File: src/rtl/branch_update_queue.sv
// In-order queue of predicted branches awaiting resolution. Each resolution
// produces a one-cycle predictor update write and, on a mispredict, a redirect.
module branch_update_queue #(
  parameter int unsigned DEPTH = 4
) (
  input  logic        Clk,
  input  logic        Reset,
  input  logic        i_fetch_valid,
  input  logic [31:0] i_fetch_pc,
  input  logic [30:0] i_pred,
  output logic        o_fetch_ready,
  output logic [4:0]  o_addrr,
  input  logic        i_res_valid,
  input  logic        i_res_taken,
  input  logic [29:0] i_res_target,
  output logic        o_WE,
  output logic [4:0]  o_addrw,
  output logic [29:0] o_wdata,
  output logic        o_next,
  output logic        o_redirect,
  output logic [31:0] o_redirect_pc,
  output logic        o_full,
  output logic        o_empty,
  output logic        o_underflow
);

  localparam int unsigned PW = $clog2(DEPTH);
  localparam int unsigned CW = $clog2(DEPTH + 1);

  logic [31:0]   pc_q  [DEPTH];
  logic          tkn_q [DEPTH];
  logic [29:0]   tgt_q [DEPTH];

  logic [PW-1:0] rd_ptr, rd_ptr_next;
  logic [PW-1:0] wr_ptr, wr_ptr_next;
  logic [CW-1:0] count, count_next;

  logic          push, pop, mispredict;
  logic [31:0]   head_pc;
  logic          head_taken;
  logic [29:0]   head_tgt;

  assign o_full        = (count == CW'(DEPTH));
  assign o_empty       = (count == '0);
  assign o_fetch_ready = !o_full && !o_WE && Reset;
  // The predictor derives its new counter state from the read port, so the
  // read index must follow the write index during an update cycle.
  assign o_addrr       = o_WE ? o_addrw : i_fetch_pc[6:2];

  assign push = i_fetch_valid && o_fetch_ready;
  assign pop  = i_res_valid && !o_empty;

  assign head_pc    = pc_q[rd_ptr];
  assign head_taken = tkn_q[rd_ptr];
  assign head_tgt   = tgt_q[rd_ptr];

  always_comb begin
    mispredict = 1'b0;
    if (pop) begin
      mispredict = (head_taken != i_res_taken) ||
                   (head_taken && i_res_taken && (head_tgt != i_res_target));
    end
  end

  // A mispredict flushes everything, including any push in the same cycle.
  always_comb begin
    rd_ptr_next = rd_ptr;
    wr_ptr_next = wr_ptr;
    count_next  = count;
    if (mispredict) begin
      rd_ptr_next = '0;
      wr_ptr_next = '0;
      count_next  = '0;
    end else begin
      if (push) wr_ptr_next = wr_ptr + PW'(1);
      if (pop)  rd_ptr_next = rd_ptr + PW'(1);
      case ({push, pop})
        2'b10:   count_next = count + CW'(1);
        2'b01:   count_next = count - CW'(1);
        default: count_next = count;
      endcase
    end
  end

  always_ff @(posedge Clk or negedge Reset) begin
    if (!Reset) begin
      rd_ptr <= '0;
      wr_ptr <= '0;
      count  <= '0;
    end else begin
      rd_ptr <= rd_ptr_next;
      wr_ptr <= wr_ptr_next;
      count  <= count_next;
    end
  end

  always_ff @(posedge Clk) begin
    if (push && !mispredict) begin
      pc_q[wr_ptr]  <= i_fetch_pc;
      tkn_q[wr_ptr] <= i_pred[0];
      tgt_q[wr_ptr] <= i_pred[30:1];
    end
  end

  always_ff @(posedge Clk or negedge Reset) begin
    if (!Reset) begin
      o_WE          <= 1'b0;
      o_addrw       <= '0;
      o_wdata       <= '0;
      o_next        <= 1'b0;
      o_redirect    <= 1'b0;
      o_redirect_pc <= '0;
      o_underflow   <= 1'b0;
    end else begin
      o_WE       <= pop;
      o_redirect <= mispredict;
      if (pop) begin
        o_addrw <= head_pc[6:2];
        o_next  <= i_res_taken;
        o_wdata <= i_res_taken ? i_res_target : head_tgt;
      end
      if (mispredict) begin
        o_redirect_pc <= i_res_taken ? {i_res_target, 2'b00} : head_pc + 32'd4;
      end
      if (i_res_valid && o_empty) begin
        o_underflow <= 1'b1;
      end
    end
  end

endmodule

File: config.mk
export PLATFORM = sky130hd
export DESIGN_NAME = branch_update_queue
export DESIGN_NICKNAME = d
export VERILOG_FILES = /design/src/rtl/branch_update_queue.sv
export SDC_FILE = /design/constraint.sdc
export NUM_CORES = 1
export LEC_CHECK = 0
export CAP_MARGIN = 0
export CORE_AREA = 2 2 155 157
export DETAILED_ROUTE_END_ITERATION = 16
export DIE_AREA = 0 0 157 159
export PLACE_DENSITY = 0.84
export SLEW_MARGIN = 15
export SYNTH_ARGS = -nofsm -noshare
export SYNTH_HDL_FRONTEND = slang
export SYNTH_SLANG_ARGS = --single-unit
File: constraint.sdc
create_clock -name Clk -period 15.46 [get_ports Clk]
set_clock_uncertainty 0.1 [all_clocks]
set_input_delay 3.092 -clock Clk [delete_from_list [all_inputs] [get_ports Clk]]
set_output_delay 3.092 -clock Clk [all_outputs]
set_load 0.1 [all_outputs]
# Word level (Yosys, flattened, before mapping)
# Memory sizes are Yosys's and may differ from the RTL's.
# Index checks and enable logic that the tools add are counted.
# classes
add_sub_neg	5
n_eq_ne	5
mux	12
reduce_logical	17
# op_table
cell	n
32-bit by 3-bit adder with 32-bit output, second input constant	1
32-bit 2-to-1 mux	1
30-bit 2-to-1 mux	1
30-bit inequality test	1
1-bit logical AND	8
2-bit 2-to-1 mux	4
3-bit one-hot mux with 2 select lines	1
5-bit 2-to-1 mux	1
2-bit by 1-bit adder with 2-bit output, second input constant	2
1-bit zero test	4
2-bit nonzero test	2
3-bit by 1-bit adder with 3-bit output, second input constant	1
3-bit == test, second input constant	1
3-bit zero test	1
1-bit 2-to-1 mux	3
3-bit 2-to-1 mux	1
3-bit nonzero test	1
3-bit by 1-bit subtractor with 3-bit output, second input constant	1
2-bit by 1-bit == test with 1-bit output, second input constant	1
2-bit == test, second input constant	1
1-bit logical OR	1
1-bit inequality test	1
# word_totals
register_bits	78
ram_bits	252
input_bits	98
out_inout_bits	79
word_cells	52
memories	3
# mem_list
memory	depth	width	read_ports	rd_ports_with_merged_regs	write_ports	line	text
pc_q	4	32	1	0	1	30	logic [31:0] pc_q [DEPTH];
tgt_q	4	30	1	0	1	32	logic [29:0] tgt_q [DEPTH];
tkn_q	4	1	1	0	1	31	logic tkn_q [DEPTH];

# Depth between registers and ports, before layout
# An unclocked memory read counts as a cell.
# logic_depth
ltp_word	9
ltp_mapped	14
ltp_nobuf	10

# Worst setup path before layout
# Ideal clock, no wire load.
# synth_path
path_kind	input port to output port
from	input port Reset
to	output port o_fetch_ready
arrival_time_ns	5.357
t_required_ns	12.268
slack_ns	6.911
cell_stages	1
n_path_buf	0
path_cell_list	nor3b_1
# synth_between
elab_chain_cells	1
# synth_lines
element	line	text
from (decl)	7	input logic Reset,
1-bit logical AND	45	assign o_fetch_ready = !o_full && !o_WE && Reset;
to (decl)	11	output logic o_fetch_ready,
# Every way passes these cells.

# Worst setup path in the final report
# Ends and elaborated chain as after synthesis.

==> out/qor.csv <==
metric,value,unit
status,"complete, no violations",
port_buffers,176,
crit_arrival,5.17,ns
yosysMostFrequentCell,edfxtp_1,
finalSetupViolations,0,
synth_nets,921,
cts_hold_buf,0,
drt_pass1_iterations,4,
h-tree-depth,2,
grt_max_degree,72,
yosysSeqAreaShare,69.6,%
ios,177,
reg2reg_depth,8,
min_period,8.36,ns
grt_pass1_vias,8249,
worstPathMaxFanout,40,
fp.coreArea,23200,µm²
track_usage,26.4,%
slew_headroom,29.5,%
tns,0,ns
root_buffer,clkbuf_16,
clk_path_buf_depth,3,
r2r_end,pc_q[1][28],
leakage,5.80,nW
die_x,157,µm
initial_utilization,59.0,%
area_delta_synth_final,23.1,%
die_y,159,µm
fin_area,16800,µm²
cts_resized,0,
utilization,72.6,%
synth_top_cell_area_share,55.3,%
async_reset_ff_share,23.6,%
r2r_slack,10.17,ns
worstPathRequired,12.27,ns
tightestPinTransition,1.06,ns
crit_path_end_kind,output port,
hold_ws,0.362,ns
yosysUniqueCellTypes,47,
endpoint,o_fetch_ready,
drt-vias-per-instance,6.04,
antenna_found_initial,1,
start_kind,primary input,
synth_top_area_cell,edfxtp_1,
path_class,primary input to output port,
cts_made_buffers,34,
fin_nets,1103,
cts_tree,yes,
yosysWarningCount,0,
clock-sinks,330,
synth_flop_cell,edfxtp_1,
drv_slew,0,
hold_viol_final,0,
antenna_left,0,
yosys_register_bits,330,
p_per_area,218,nW/µm²
hold_path.class,register to register,
cp-startpoint,Reset,
clkTransAtPathRegs,0.06,ns
synth-edff-count,252,
yosys-top-cells-area,"edfxtp_1 (55%), dfrtp_1 (14%), mux4_2 (10%), xnor2_1 (2.8%), nand2_1 (2.4%)",
total_power,3.67,mW
wl_per_cell,24.1,µm
regToRegStartpoint,rd_ptr[0],
synth_cells,816,
vias,8123,
postCtsSetupBuffers,0,
grt_overflow_total,0,
syn_avg_cell_area,16.8,µm²
placed_cell_area,15700,µm²
drv_cap,0,
layout-drive-gt1-share,15.5,%
synth_commonest_cells,"edfxtp_1 (252), nand2_1 (89), dfrtp_1 (78)",
finalCritPeriodShare,54.1,%
routed_wl,32400,µm
drc_errors,0,
clk_latency,0.51,ns
rsz0062_at_grt,no,
vdd.ir_drop.worst,0.180,mV
rows,56,
grt_pass1_wl,49000,µm
dp_hpwl,20400,µm
drt_first_iter_violations,821,
globalplace.congestion,0.782,
clock.fmax,0.120,GHz
die_area,25000,µm²
synthesis.area,13700,µm²
[metrics by stage]
step | instances | setup WS (ns)
final | 1344 | 7.10
after global routing | 1344 | 6.99
after CTS | 1343 | 7.09
after detailed placement | 1281 | 7.09
after global placement | 1281 | 7.16
after floorplan | 816 | 6.91
[layout make-up]
class                   count  area [µm²]
diodes                      1        2.50
clock buffers              52         992
clock inverters            10         158
fillers                  1411        6340
inverters                   7        26.3
multi-input cells         440        3920
flip-flops and latches    330        9520
well taps                 319         399
repair buffers            185        1820
[placed cells by master (no fill, tap or decap), types with 18 or more instances in the layout]
cell / count
o21ai_0: 52
clkbuf_16: 37
mux4_2: 63
clkdlybuf4s50_1: 174
dfrtp_1: 76
nor2_1: 23
edfxtp_1: 252
mux2_4: 18
a21boi_0: 22
xnor2_1: 43
nand2_1: 89
[routing by layer]
layer | global-route usage, % | wire length (µm)
met1 | 37.3 | 12800
met2 | 42.2 | 16100
met3 | 4.65 | 2620
met4 | 8.88 | 924
met5 | 0 | 0
[worst max-delay path, stage by stage]
cell	delay [ns]
buf_4	0.46
nor3b_1	0.37
clkdlybuf4s50_1	1.21
[power breakdown]
group / total, mW / leakage (nW) / switching, mW / internal (mW)
Sequential: 1.22 / 3.22 / 0.121 / 1.10
Combinational: 1.61 / 2.02 / 1.13 / 0.483
Clock: 0.837 / 0.556 / 0.324 / 0.512
Total: 3.67 / 5.80 / 1.57 / 2.09
[worst min path at each step]
stage	start	end	slack, ns	depth (start not counted)
after floorplan	wr_ptr[1]	wr_ptr[1]	0.44	2
after global placement	o_underflow	o_underflow	0.34	1
after detailed placement	o_underflow	o_underflow	0.35	1
after CTS	o_underflow	o_underflow	0.36	1
after global routing	o_underflow	o_underflow	0.38	1
final	o_underflow	o_underflow	0.36	1
[flip-flops by register name, summed over array words and instances (netlist names)]
name / count
tkn_q: 4
o_redirect: 1
rd_ptr: 2
o_next: 1
wr_ptr: 2
pc_q: 128
o_redirect_pc: 32
count: 3
o_wdata: 30
tgt_q: 120
o_WE: 1
o_addrw: 5
o_underflow: 1
[logic make-up (layout without fill, tap and decap cells)]
kind of cell | count (synthesis) | count (layout) | share of synthesized area, %
buffers and inverters | 46 | 254 | 1.79
AOI/OAI and AO/OA | 100 | 100 | 4.36
other | 0 | 1 | 0
muxes | 98 | 98 | 13.7
adders and majority gates | 7 | 7 | 0.695
xor gates and xnor gates | 60 | 60 | 3.84
DFF | 330 | 330 | 69.6
and+or+nand+nor | 175 | 175 | 6.06
Power figures use the tool's default switching activity.
